[config.mk]
export PLATFORM = sky130hd
export DESIGN_NAME = mem_step_sequencer_flat
export DESIGN_NICKNAME = d
export VERILOG_FILES = /design/src/rtl/mem_step_sequencer_if.sv /design/src/rtl/mem_step_sequencer.sv /design/src/flat_wrapper.sv
export SDC_FILE = /design/constraint.sdc
export NUM_CORES = 1
export LEC_CHECK = 0
export CAP_MARGIN = 10
export CORE_AREA = 2 2 112 125
export DETAILED_ROUTE_END_ITERATION = 6
export DIE_AREA = 0 0 114 127
export DONT_BUFFER_PORTS = 1
export GPL_TIMING_DRIVEN = 0
export MAX_ROUTING_LAYER = met4
export PLACE_DENSITY = 0.5
export SLEW_MARGIN = 15
export SYNTH_ARGS = -nofsm -noshare
export SYNTH_HDL_FRONTEND = slang
export SYNTH_SLANG_ARGS = --single-unit
export TNS_END_PERCENT = 100
[constraint.sdc]
create_clock -name sys_clk -period 4.1 [get_ports sys_clk]
set_input_delay 0.615 -clock sys_clk [delete_from_list [all_inputs] [get_ports sys_clk]]
set_output_delay 0.615 -clock sys_clk [all_outputs]
set_load 0.1 [all_outputs]
[src/rtl/mem_step_sequencer_if.sv]
`default_nettype none
// ============================================================================
// Module   : mem_step_sequencer_if
// Brief    : Single-port memory req/ack bus between the sequencer and memory.
// Revision : 1.0
// ============================================================================
interface mem_step_sequencer_if #(
    parameter int ADDR_W = 32,
    parameter int DATA_W = 32
);
    logic              mem_req;
    logic              mem_we;
    logic [ADDR_W-1:0] mem_addr;
    logic [DATA_W-1:0] mem_wdata;
    logic [DATA_W-1:0] mem_rdata;
    logic              mem_ack;

    modport master (
        output mem_req,
        output mem_we,
        output mem_addr,
        output mem_wdata,
        input  mem_rdata,
        input  mem_ack
    );

    modport slave (
        input  mem_req,
        input  mem_we,
        input  mem_addr,
        input  mem_wdata,
        output mem_rdata,
        output mem_ack
    );
endinterface
`default_nettype wire

[src/rtl/mem_step_sequencer.sv]
`default_nettype none
// ============================================================================
// Module   : mem_step_sequencer
// Brief    : Fetch / optional data access / commit sequencer for a single-cycle
//            core sharing one variable-latency memory port, with watchdog.
// Revision : 1.0
// ============================================================================
module mem_step_sequencer #(
    parameter int                ADDR_W    = 32,
    parameter int                DATA_W    = 32,
    parameter int                TIMEOUT   = 255,
    parameter logic [DATA_W-1:0] NOP_INSTR = 32'h00000013
) (
    input  wire logic              sys_clk,
    input  wire logic              sys_reset,
    input  wire logic              run,
    input  wire logic [ADDR_W-1:0] progctr,
    input  wire logic [ADDR_W-1:0] memory_address,
    input  wire logic [DATA_W-1:0] to_memory,
    input  wire logic              memload_flag,
    input  wire logic              memstore_flag,
    output logic      [DATA_W-1:0] instruction,
    output logic      [DATA_W-1:0] from_memory,
    output logic                   cpu_step,
    output logic                   fault,
    output logic                   busy,
    mem_step_sequencer_if.master   mem
);

    localparam int               CNT_W   = (TIMEOUT > 0) ? $clog2(TIMEOUT + 1) : 1;
    localparam logic [CNT_W-1:0] CNT_MAX = {CNT_W{1'b1}};

    typedef enum logic [2:0] {
        S_IDLE   = 3'd0,
        S_FETCH  = 3'd1,
        S_DECODE = 3'd2,
        S_DATA   = 3'd3,
        S_STEP   = 3'd4,
        S_HALT   = 3'd5
    } state_t;

    state_t            state_q, state_d;
    logic [DATA_W-1:0] instr_q, instr_d;
    logic [DATA_W-1:0] from_q, from_d;
    logic              fault_q, fault_d;
    logic [CNT_W-1:0]  cnt_q, cnt_d;
    logic              wait_limit;
    logic [CNT_W-1:0]  cnt_inc;

    always_ff @(posedge sys_clk or negedge sys_reset) begin
        if (!sys_reset) begin
            state_q <= S_IDLE;
            instr_q <= NOP_INSTR;
            from_q  <= '0;
            fault_q <= 1'b0;
            cnt_q   <= '0;
        end else begin
            state_q <= state_d;
            instr_q <= instr_d;
            from_q  <= from_d;
            fault_q <= fault_d;
            cnt_q   <= cnt_d;
        end
    end

    // Ack at the limit cycle is checked before the limit, so a late ack still wins.
    assign wait_limit = (TIMEOUT != 0) && (cnt_q == CNT_W'(TIMEOUT));
    assign cnt_inc    = (cnt_q == CNT_MAX) ? cnt_q : cnt_q + 1'b1;

    always_comb begin
        state_d       = state_q;
        instr_d       = instr_q;
        from_d        = from_q;
        fault_d       = fault_q;
        cnt_d         = cnt_q;
        cpu_step      = 1'b0;
        mem.mem_req   = 1'b0;
        mem.mem_we    = 1'b0;
        mem.mem_addr  = '0;
        mem.mem_wdata = '0;

        case (state_q)
            S_IDLE: begin
                if (run) begin
                    state_d = S_FETCH;
                    cnt_d   = '0;
                end
            end
            S_FETCH: begin
                mem.mem_req  = 1'b1;
                mem.mem_addr = progctr;
                if (mem.mem_ack) begin
                    instr_d = mem.mem_rdata;
                    state_d = S_DECODE;
                end else if (wait_limit) begin
                    fault_d = 1'b1;
                    state_d = S_HALT;
                end else begin
                    cnt_d = cnt_inc;
                end
            end
            S_DECODE: begin
                if (memload_flag || memstore_flag) begin
                    state_d = S_DATA;
                    cnt_d   = '0;
                end else begin
                    state_d = S_STEP;
                end
            end
            S_DATA: begin
                mem.mem_req   = 1'b1;
                mem.mem_we    = memstore_flag;
                mem.mem_addr  = memory_address;
                mem.mem_wdata = to_memory;
                if (mem.mem_ack) begin
                    // A simultaneous load+store decode is a store: no load data captured.
                    if (memload_flag && !memstore_flag) begin
                        from_d = mem.mem_rdata;
                    end
                    state_d = S_STEP;
                end else if (wait_limit) begin
                    fault_d = 1'b1;
                    state_d = S_HALT;
                end else begin
                    cnt_d = cnt_inc;
                end
            end
            S_STEP: begin
                cpu_step = 1'b1;
                if (run) begin
                    state_d = S_FETCH;
                    cnt_d   = '0;
                end else begin
                    state_d = S_IDLE;
                end
            end
            S_HALT: begin
                fault_d = 1'b1;
            end
            default: begin
                state_d = S_IDLE;
            end
        endcase
    end

    assign instruction = instr_q;
    assign from_memory = from_q;
    assign fault       = fault_q;
    assign busy        = (state_q != S_IDLE) && (state_q != S_HALT);

endmodule
`default_nettype wire

[src/flat_wrapper.sv]
// flat-port wrapper written by rule: the top's interface ports become plain ports
module mem_step_sequencer_flat 
#(
    parameter int                ADDR_W    = 32,
    parameter int                DATA_W    = 32,
    parameter int                TIMEOUT   = 255,
    parameter logic [DATA_W-1:0] NOP_INSTR = 32'h00000013
)
  (sys_clk, sys_reset, run, progctr, memory_address, to_memory, memload_flag, memstore_flag, instruction, from_memory, cpu_step, fault, busy, mem_mem_req, mem_mem_we, mem_mem_addr, mem_mem_wdata, mem_mem_rdata, mem_mem_ack);
  mem_step_sequencer_if #(.ADDR_W(ADDR_W), .DATA_W(DATA_W)) mem_i ();
  input  wire logic sys_clk;
  input  wire logic sys_reset;
  input  wire logic run;
  input  wire logic [ADDR_W-1:0] progctr;
  input  wire logic [ADDR_W-1:0] memory_address;
  input  wire logic [DATA_W-1:0] to_memory;
  input  wire logic memload_flag;
  input  wire logic memstore_flag;
  output logic      [DATA_W-1:0] instruction;
  output logic      [DATA_W-1:0] from_memory;
  output logic cpu_step;
  output logic fault;
  output logic busy;
  output wire logic [$bits(mem_i.mem_req)-1:0] mem_mem_req;
  output wire logic [$bits(mem_i.mem_we)-1:0] mem_mem_we;
  output wire logic [$bits(mem_i.mem_addr)-1:0] mem_mem_addr;
  output wire logic [$bits(mem_i.mem_wdata)-1:0] mem_mem_wdata;
  input wire logic [$bits(mem_i.mem_rdata)-1:0] mem_mem_rdata;
  input wire logic [$bits(mem_i.mem_ack)-1:0] mem_mem_ack;
  assign mem_mem_req = mem_i.mem_req;
  assign mem_mem_we = mem_i.mem_we;
  assign mem_mem_addr = mem_i.mem_addr;
  assign mem_mem_wdata = mem_i.mem_wdata;
  assign mem_i.mem_rdata = mem_mem_rdata;
  assign mem_i.mem_ack = mem_mem_ack;
  mem_step_sequencer #(.ADDR_W(ADDR_W), .DATA_W(DATA_W), .TIMEOUT(TIMEOUT), .NOP_INSTR(NOP_INSTR)) u_core (.sys_clk(sys_clk), .sys_reset(sys_reset), .run(run), .progctr(progctr), .memory_address(memory_address), .to_memory(to_memory), .memload_flag(memload_flag), .memstore_flag(memstore_flag), .instruction(instruction), .from_memory(from_memory), .cpu_step(cpu_step), .fault(fault), .busy(busy), .mem(mem_i));
endmodule
==> qor.txt, run 1 <==
Iteration-0 DRC Markers -> 138
Post-Syn Nets -> 464
Slowest cell delay on critical path -> 0.94 ns
Global-route wire length before repair -> 18.35 mm
DRC errors left -> 0
Seq cells post-synth -> 76
Post-Layout Inst Area -> 4512 sq um
Final Hold Fails -> 0
Max_slew headroom -> 0.2617
Crit-path cells -> nand2b_2 > buf_6 > inv_6 > clkbuf_2 > and3_1
Mapped Area -> 3879 sq um
FMAX -> 303.4 MHz
CP max-delay cell -> and3_1
Pre-CTS WS -> 1.133 ns
Setup TNS -> 0 ns
Slew Viols, Final -> 0
CTS Root Buffer Type -> clkbuf_16
H-tree levels -> 3
Final setup violation count -> 0
Most common flop cell mapped by yosys -> dfrtp_1
Fin worst setup slack -> 0.8041 ns
Tot GR Track Use -> 0.1785
Drt pass-1 iters -> 4
Part of the cycle the worst path needs -> 0.8039
DP Wirelength -> 10.45 mm
Post_cts resized -> 0
Row Count -> 44
Clk Latency, worst-skew pair -> 0.33 ns
Max-Cap Viols -> 0
Final #Nets -> 477
Worst hold path type -> in2async
Die Ht -> 127 um
CP endpoint kind -> output pin
Outcome -> finished, final reports clean
Worst EP required -> 3.48 ns
Max Fanout on Critical Path -> 10
Num ports -> 267
Antenna Nets Post-Route -> 0
Final WL -> 12.93 mm
Buffer and inverter count on the worst path -> 3
Initial antenna violation count -> 10
Tmin final -> 3.296 ns
Startpoint Class -> flop
Synth async-reset ratio -> 1.000
Gpl congestion -> 0.8252
Die Footprint -> 14,480 sq um
EDFF count, synth -> 0
TritonCTS clock tree -> built
DR WL/cell -> 25.06 um
TritonCTS Buffers -> 9
Total grt overflow -> 0
Post-synthesis sequential area ratio -> 0.4913
Starting Density -> 0.2960
P&R area growth vs syn -> 16.32%
Placed Area -> 4182 sq um
Final Skew -> 0.005494 ns
Syn_area_per_cell -> 11.79 sq um
Vias -> 2,798
Largest net degree at the start of global routing -> 74
Vias/cell -> 5.422
Synthesis warning total -> 0
Arr. time, crit path -> 2.68 ns
RSZ-0062 raised after global routing -> false
Share of cells above drive strength 1 -> 0.3833
WS Path Type -> reg2out
Port Buffers -> 0
Max Root-Sink Buffers -> 2
Width of the die -> 114 um
Synth Instances -> 329
Number of global-route vias before repair -> 2,959
Synth cell types -> 48
Core area -> 13,100 sq um
Cell family with most CP delay -> simple AND/OR/NAND/NOR gates
Clock Sinks -> 76
Slew @ Worst Pin -> 1.106 ns
Clock transition at path regs -> 0.06 ns
-- path summary, 6_finish.rpt --
check | from | end | depth (start not counted) | slack, ns
max in group asynchronous | sys_reset | u_core.cnt_q[6]$_DFFE_PN0P_ | 1 | 3.64
min reg2reg | u_core.cnt_q[1]$_DFFE_PN0P_ | u_core.cnt_q[1]$_DFFE_PN0P_ | 1 | 0.53
min | sys_reset | u_core.instruction[1]$_DFFE_PN1P_ | 0 | 0.12
max reg2reg | u_core.state_q[2]$_DFFE_PN0P_ | u_core.from_memory[7]$_DFFE_PN0P_ | 7 | 2.19
min in group sys_clk | mem_mem_ack | u_core.state_q[0]$_DFFE_PN0P_ | 1 | 0.38
max | u_core.state_q[2]$_DFFE_PN0P_ | mem_mem_wdata[29] | 5 | 0.80
-- cells by family after synthesis --
logic type                 synth area share
AOI/OAI and AO/OA                   0.05581
adders and majority gates          0.003225
buffers and inverters               0.04258
DFF                                  0.4913
muxes                                0.2684
and+or+nand+nor                      0.1387
-- layout make-up --
class                      count  area, sq um
antenna                        8        20.02
buffer                        25        146.4
clock buffer                   9        225.2
clock inverter                 7        57.56
fill                        1342         8591
inverter                       4        20.02
multi-input combinational    224         1893
sequential                    76         1906
tap                          161        201.4
timing repair buffer           2        42.54
-- per-layer routing --
layer | up-vias | track usage | share of wire
met2 | 204 | 0.3046 | 0.50
met1 | 1364 | 0.1717 | 0.37
met4 | 0 | 0.04519 | 0.0059
met3 | 7 | 0.1063 | 0.12
li1 | 1223 | - | -
met5 | - | - | 0
-- flip-flops by register name, indices dropped and copies added (netlist names) --
| name | cells |
|---|---|
| u_core.from_memory | 32 |
| u_core.cnt_q | 8 |
| u_core.state_q | 3 |
| u_core.fault | 1 |
| u_core.instruction | 32 |
-- repair_timing --
action	CTS	global route
setup buffers	0	0
endpoints found under the hold margin	73	0
hold buffers	1	0
-- cell usage after synthesis (4+ instances only) --
cell | count | share of area
a21oi_1 | 4 | 0.0052
and3_1 | 33 | 0.053
buf_2 | 5 | 0.0065
buf_4 | 4 | 0.0077
buf_6 | 4 | 0.012
clkbuf_1 | 9 | 0.0087
dfrtp_1 | 73 | 0.47
mux2_1 | 8 | 0.023
mux2_2 | 56 | 0.16
mux2i_1 | 32 | 0.083
nand2_1 | 4 | 0.0039
nor2_1 | 37 | 0.036
o21ai_0 | 7 | 0.0090
-- cell usage in the layout (no fill, tap or decap), types with 2 or more instances in the layout --
| cell | netlist | layout |
|---|---|---|
| dfrtp_1 | 73 | 73 |
| buf_1 | 3 | 3 |
| clkbuf_16 | 0 | 9 |
| buf_4 | 4 | 4 |
| nor2b_1 | 2 | 2 |
| nor2_2 | 0 | 32 |
| a22o_1 | 3 | 3 |
| clkbuf_1 | 9 | 8 |
| nor2_1 | 37 | 5 |
| a311oi_1 | 2 | 2 |
| or3_1 | 2 | 2 |
| mux2_2 | 56 | 56 |
| buf_6 | 4 | 4 |
| and3_1 | 33 | 33 |
| mux2_1 | 8 | 8 |
| a221oi_1 | 2 | 2 |
| o21ai_0 | 7 | 7 |
| inv_6 | 1 | 4 |
| nand3_1 | 3 | 3 |
| a31oi_1 | 2 | 2 |
| dfstp_2 | 3 | 3 |
| diode_2 | 0 | 8 |
| a21oi_1 | 4 | 4 |
| nand2b_1 | 2 | 2 |
| inv_1 | 3 | 3 |
| buf_2 | 5 | 5 |
| clkinvlp_4 | 0 | 2 |
| mux2i_1 | 32 | 32 |
| nand2_1 | 4 | 4 |
| nand4_1 | 2 | 2 |
-- stage by stage --
stage               hold slack (ns)  instances  utilization
finish                       0.1248        516       0.3443
global route                 0.1053        515       0.3442
CTS                          0.1071        508       0.3428
detailed placement           0.3209        491       0.3191
global placement             0.3209        490       0.3114
floorplan                    0.3194        329            -
Power of run 1 is not shown: default switching activity piles up to over one toggle a cycle in this logic, so the estimate is an artifact.
==> run 2: changes to the inputs <==
Clock period 4.1 ns to 3.4 ns, I/O delays scaled along.
==> results of run 2 <==
Same layout as run 1 (identical final DEF). Status: finished, final reports clean.
Main changes from that run: setup slack after placement 1.133 ns -> 0.5381 ns; setup slack after layout 0.8041 ns -> 0.2091 ns; hold slack 0.1248 ns -> 0.01976 ns; register-to-register setup slack 2.19 ns -> 1.49 ns
Power of run 2 is left out for the same reason.
==> run 3: changes to the inputs <==
Settings changed: CAP_MARGIN 10 to not set.
==> results of run 3 <==
Same layout as run 1 (identical final DEF). Status: finished, final reports clean.
Main changes from that run: setup slack after placement 1.133 ns -> 0.5381 ns; setup slack after layout 0.8041 ns -> 0.2091 ns; hold slack 0.1248 ns -> 0.01976 ns; register-to-register setup slack 2.19 ns -> 1.49 ns
Power of run 3 is left out for the same reason.
==> RTL edit 1, RTL diff (flow settings as in run 1) <==
Encoding of `state_t`: now Gray code (3 bits for 6 states).
--- a/src/rtl/mem_step_sequencer.sv
+++ b/src/rtl/mem_step_sequencer.sv
@@ -32,10 +32,10 @@
 
     typedef enum logic [2:0] {
-        S_IDLE   = 3'd0,
-        S_FETCH  = 3'd1,
-        S_DECODE = 3'd2,
-        S_DATA   = 3'd3,
-        S_STEP   = 3'd4,
-        S_HALT   = 3'd5
+        S_IDLE   = 3'b000,
+        S_FETCH  = 3'b001,
+        S_DECODE = 3'b011,
+        S_DATA   = 3'b010,
+        S_STEP   = 3'b110,
+        S_HALT   = 3'b111
     } state_t;
 
Function: same outputs for any inputs over 10 cycles, from zero or initial values and one cycle with sys_reset low; not proved beyond that.
==> RTL edit 1 against run 1 <==
- sequential cell count is the same
- synthesized cell count decreased by 7.3%
- cell area down 3.8%
- global-route usage shrank 0.19 points
- critical path depth stayed put
- clock skew increased by 0.00068 ns
- routed wire length hardly changed
- worst setup slack got worse by 0.0064 ns
- count of clock-buffer cells in the layout did not move
- final cell count shrank 4.8%
- synthesized area decreased by 3.6%
- largest cell class unchanged
- highest routed layer unchanged
Power is not shown: default switching activity piles up to over one toggle a cycle in this logic, so the estimate is an artifact.
==> RTL edit 1: results <==
export IMPL_post_cts_buffers=0
export IMPL_synthesis_nets=440
export IMPL_drt_initial_drc_count=96
export IMPL_ys_warn_count=0
export IMPL_seq_area_frac_synth_pct=51.0
export IMPL_crit_path_max_fanout=10
export IMPL_grt_pass1_wl_um=18100
export IMPL_vias_per_cell=5.56
export IMPL_status="finished, final reports clean"
export IMPL_max_stage_delay_ns=0.87
export IMPL_portBuffers=0
export IMPL_hpwlAfterDp_um=10200
export IMPL_synth_area_leaders="dfrtp_1 49%, mux2_2 19%, a22o_1 7.7%"
export IMPL_synthTopCellsByCount="73 x dfrtp_1, 62 x mux2_2, 33 x a22o_1, 33 x and3_1, 11 x buf_2"
export IMPL_grt_max_degree=74
export IMPL_dp_slack_ns=1.14
export IMPL_grt_pass1_vias=2831
export IMPL_finClkSkew_ns=0.00617
export IMPL_grt_antenna_before_repair=11
export IMPL_hold_class="in2async"
export IMPL_use_met1_pct=18.3
export IMPL_cts_inserted_buffers=9
export IMPL_clk_path_buf_depth=2
export IMPL_fillers=1318
export IMPL_final_layout_size_suffix_gt1_share_pct=32.3
export IMPL_cts_root_buffer="clkbuf_16"
export IMPL_use_met2_pct=28.0
export IMPL_h_tree_depth=3
export IMPL_worstMarginPinSlew_ns=1.21
export IMPL_drt_wl_total_um=12900
export IMPL_grt_util_all_layers_pct=17.7
export IMPL_final_nets=452
export IMPL_grt_use_met3_pct=10.2
export IMPL_insertion_delay_ns=0.33
export IMPL_drt_pass1_iterations=4
export IMPL_cpMaxStageDelayCell="a22o_1"
export IMPL_cts_clk_slew_worst_paths_ns=0.06
export IMPL_async_reset_ff_share_pct=100
export IMPL_gp_congestion=0.808
export IMPL_synth_top_cell_by_area="dfrtp_1"
export IMPL_yosysUniqueCellTypes=42
export IMPL_critPathArrivalTime_ns=2.69
## RTL edit 1: area by class of cell
type	instances	area [um^2]	area share [%]
Sequential cell	76	1910	43.9
Multi-Input combinational cell	199	1690	38.9
Clock buffer	9	225	5.19
Tap cell	161	201	4.64
Buffer	24	126	2.91
Clock inverter	7	121	2.80
Timing Repair Buffer	1	27.5	0.634
Inverter	6	22.5	0.519
Antenna cell	8	20.0	0.461
## RTL edit 1: final timing paths
check | from | end | slack, ns | cells past startpoint
worst max-delay path | u_core.state_q[2] | mem_mem_addr[9] | 0.80 | 5
worst min-delay path | sys_reset | u_core.instruction[1] | 0.12 | 0
worst max register to register | u_core.state_q[0] | u_core.cnt_q[7] | 2.10 | 7
worst min register to register | u_core.cnt_q[1] | u_core.cnt_q[1] | 0.56 | 1
max in group asynchronous | sys_reset | u_core.instruction[7] | 3.62 | 1
min in group sys_clk | mem_mem_rdata[7] | u_core.instruction[7] | 0.42 | 1
## RTL edit 1: through the flow
| stage | std cells | cell area [um^2] | hold slack, ns | util, % |
|---|---|---|---|---|
| after floorplan | 305 | 3740 | 0.319 | - |
| after global placement | 466 | 3940 | 0.321 | 30.1 |
| after detailed placement | 466 | 3950 | 0.321 | 30.1 |
| after CTS | 483 | 4320 | 0.108 | 33.0 |
| after global routing | 491 | 4340 | 0.102 | 33.1 |
| final | 491 | 4340 | 0.123 | 33.1 |
## RTL edit 1: cell families (layout without fill, tap and decap cells)
kind of cell / Yosys count / in the layout / share of synthesized area [%]
AO/OA/AOI/OAI: 60 / 60 / 13.4
adder cells (fa/ha/maj): 1 / 1 / 0.335
buffers and inverters: 30 / 47 / 3.98
flip-flops: 76 / 76 / 51.0
multiplexers: 64 / 64 / 19.3
other: 0 / 8 / 0
AND/OR/NAND/NOR: 74 / 74 / 12.0
## RTL edit 1: timing repair
| item | 4_1_cts | 5_1_grt |
|---|---|---|
| gates resized for setup | 0 | 0 |
| endpoints found under the hold margin | 73 | 0 |
| hold buffers | 1 | 0 |
## RTL edit 1: worst max-delay path, delay by kind of cell (launching register included)
family / cells / cell delay (ns)
compound gates: 1 / 0.87
flops: 1 / 0.43
simple gates: 2 / 0.55
buf+inv: 2 / 0.50
## RTL edit 1: metal layers
layer	vias to the layer above	share of wire, %	wire (um)
met5	-	0	0
met4	0	2.2	290
met3	23	15	1970
met2	185	48	6200
met1	1355	35	4480
li1	1166	-	-
==> RTL edit 2, RTL diff (settings of run 1) <==
Without the edit above. `DATA_W` is set to 32 in 3 places; all go to 28.
--- a/src/rtl/mem_step_sequencer_if.sv
+++ b/src/rtl/mem_step_sequencer_if.sv
@@ -7,5 +7,5 @@
 interface mem_step_sequencer_if #(
     parameter int ADDR_W = 32,
-    parameter int DATA_W = 32
+    parameter int DATA_W = 28
 );
     logic              mem_req;
--- a/src/rtl/mem_step_sequencer.sv
+++ b/src/rtl/mem_step_sequencer.sv
@@ -8,5 +8,5 @@
 module mem_step_sequencer #(
     parameter int                ADDR_W    = 32,
-    parameter int                DATA_W    = 32,
+    parameter int                DATA_W    = 28,
     parameter int                TIMEOUT   = 255,
     parameter logic [DATA_W-1:0] NOP_INSTR = 32'h00000013
--- a/src/flat_wrapper.sv
+++ b/src/flat_wrapper.sv
@@ -3,5 +3,5 @@
 #(
     parameter int                ADDR_W    = 32,
-    parameter int                DATA_W    = 32,
+    parameter int                DATA_W    = 28,
     parameter int                TIMEOUT   = 255,
     parameter logic [DATA_W-1:0] NOP_INSTR = 32'h00000013
Ports: changed (5 resized); port bits go from 267 to 247. No check against the original RTL was run, so the function may have changed too.
==> RTL edit 2 against run 1 <==
- sequential cell count is 8 lower
- clock skew increased by 0.00061 ns
- worst setup slack worse by 0.34 ns
- synthesized area decreased by 8.9%
- via count is 7.0% lower
- cell area decreased by 6.7%
- non-clock buffer count decreased by 2
- routed wire length shrank 14%
Power is left out: the tool's default activity adds up to more than one toggle a clock period on the data nets, which glitch-free logic cannot reach.
==> RTL edit 2: results <==
export IMPL_synth_area_leaders="dfrtp_1 46%, mux2_2 18%, mux2i_1 9.1%"
export IMPL_drc=0
export IMPL_design_area_um2=4210
export IMPL_grt_util_all_layers_pct=14.9
export IMPL_routedWlPerCell_um=22.4
export IMPL_h_tree_depth=3
export IMPL_r2r_end="u_core.cnt_q[5]"
export IMPL_synthesis_nets=440
export IMPL_grt_use_met3_pct=7.45
export IMPL_synthAdderAreaFrac_pct=0.354
export IMPL_synth_compound_area_share_pct=5.24
export IMPL_worstMarginPinSlew_ns=1.19
export IMPL_dpl_cell_area_um2=3820
export IMPL_max_freq_ghz=0.275
export IMPL_gp_congestion=0.812
export IMPL_status="finished, final reports clean"
export IMPL_synthTopCellsByCount="65 x dfrtp_1, 55 x mux2_2, 37 x nor2_1, 32 x mux2i_1, 30 x and3_1"
export IMPL_synthCells=313
export IMPL_rrSetupSlack_ns=1.91
export IMPL_insertion_delay_ns=0.32
export IMPL_max_stage_delay_ns=0.91
export IMPL_drt_initial_drc_count=133
export IMPL_fillers=1354
export IMPL_wl_met2_um=5460
export IMPL_met3_length_um=1540
export IMPL_placed_cells=474
export IMPL_seq_area_frac_synth_pct=48.3
export IMPL_dp_slack_ns=0.822
export IMPL_grt_pass1_wl_um=15700
export IMPL_rr_worst_depth=6
export IMPL_use_met2_pct=24.2
export IMPL_final_layout_size_suffix_gt1_share_pct=37.0
export IMPL_drt_wl_total_um=11100
export IMPL_hold_ws_ns=0.126
export IMPL_grt_pass1_vias=2701
export IMPL_synthMuxAreaShare_pct=27.2
export IMPL_use_met1_pct=15.0
export IMPL_finClkSkew_ns=0.00610
export IMPL_final_nets=452
export IMPL_yosysUniqueCellTypes=44
export IMPL_vias_per_cell=5.24
export IMPL_met1_length_um=3790
export IMPL_hpwlAfterDp_um=8740
export IMPL_grt_antenna_before_repair=5
RTL edit 2: cell count changes in the layout (fill, tap and decap cells not counted), sizes merged, moves of 3 or more:
cell,before,now
mux2,64,57
bufinv,0,3
o21ai,7,4
nand2,5,9
dfrtp,73,65
nor4,0,3
a22o,3,0
inv,8,4
diode,8,5
and3,33,30
buf,18,15
a21o,1,5
a21oi,4,8
RTL edit 2: area by class of cell:
| class | instances | share of cell area, % |
|---|---|---|
| Clock buffer | 9 | 5.35 |
| Timing Repair Buffer | 1 | 0.654 |
| Multi-Input combinational cell | 219 | 42.4 |
| Buffer | 24 | 2.76 |
| Inverter | 2 | 0.208 |
| Tap cell | 161 | 4.78 |
| Sequential cell | 68 | 40.5 |
| Clock inverter | 7 | 3.09 |
| Antenna cell | 5 | 0.297 |
RTL edit 2: repair_timing:
action | 4_1_cts | 5_1_grt
buffers inserted | 0 | 0
gates resized for setup | 0 | 0
hold buffers | 1 | 0
hold endpoints to repair | 65 | 0
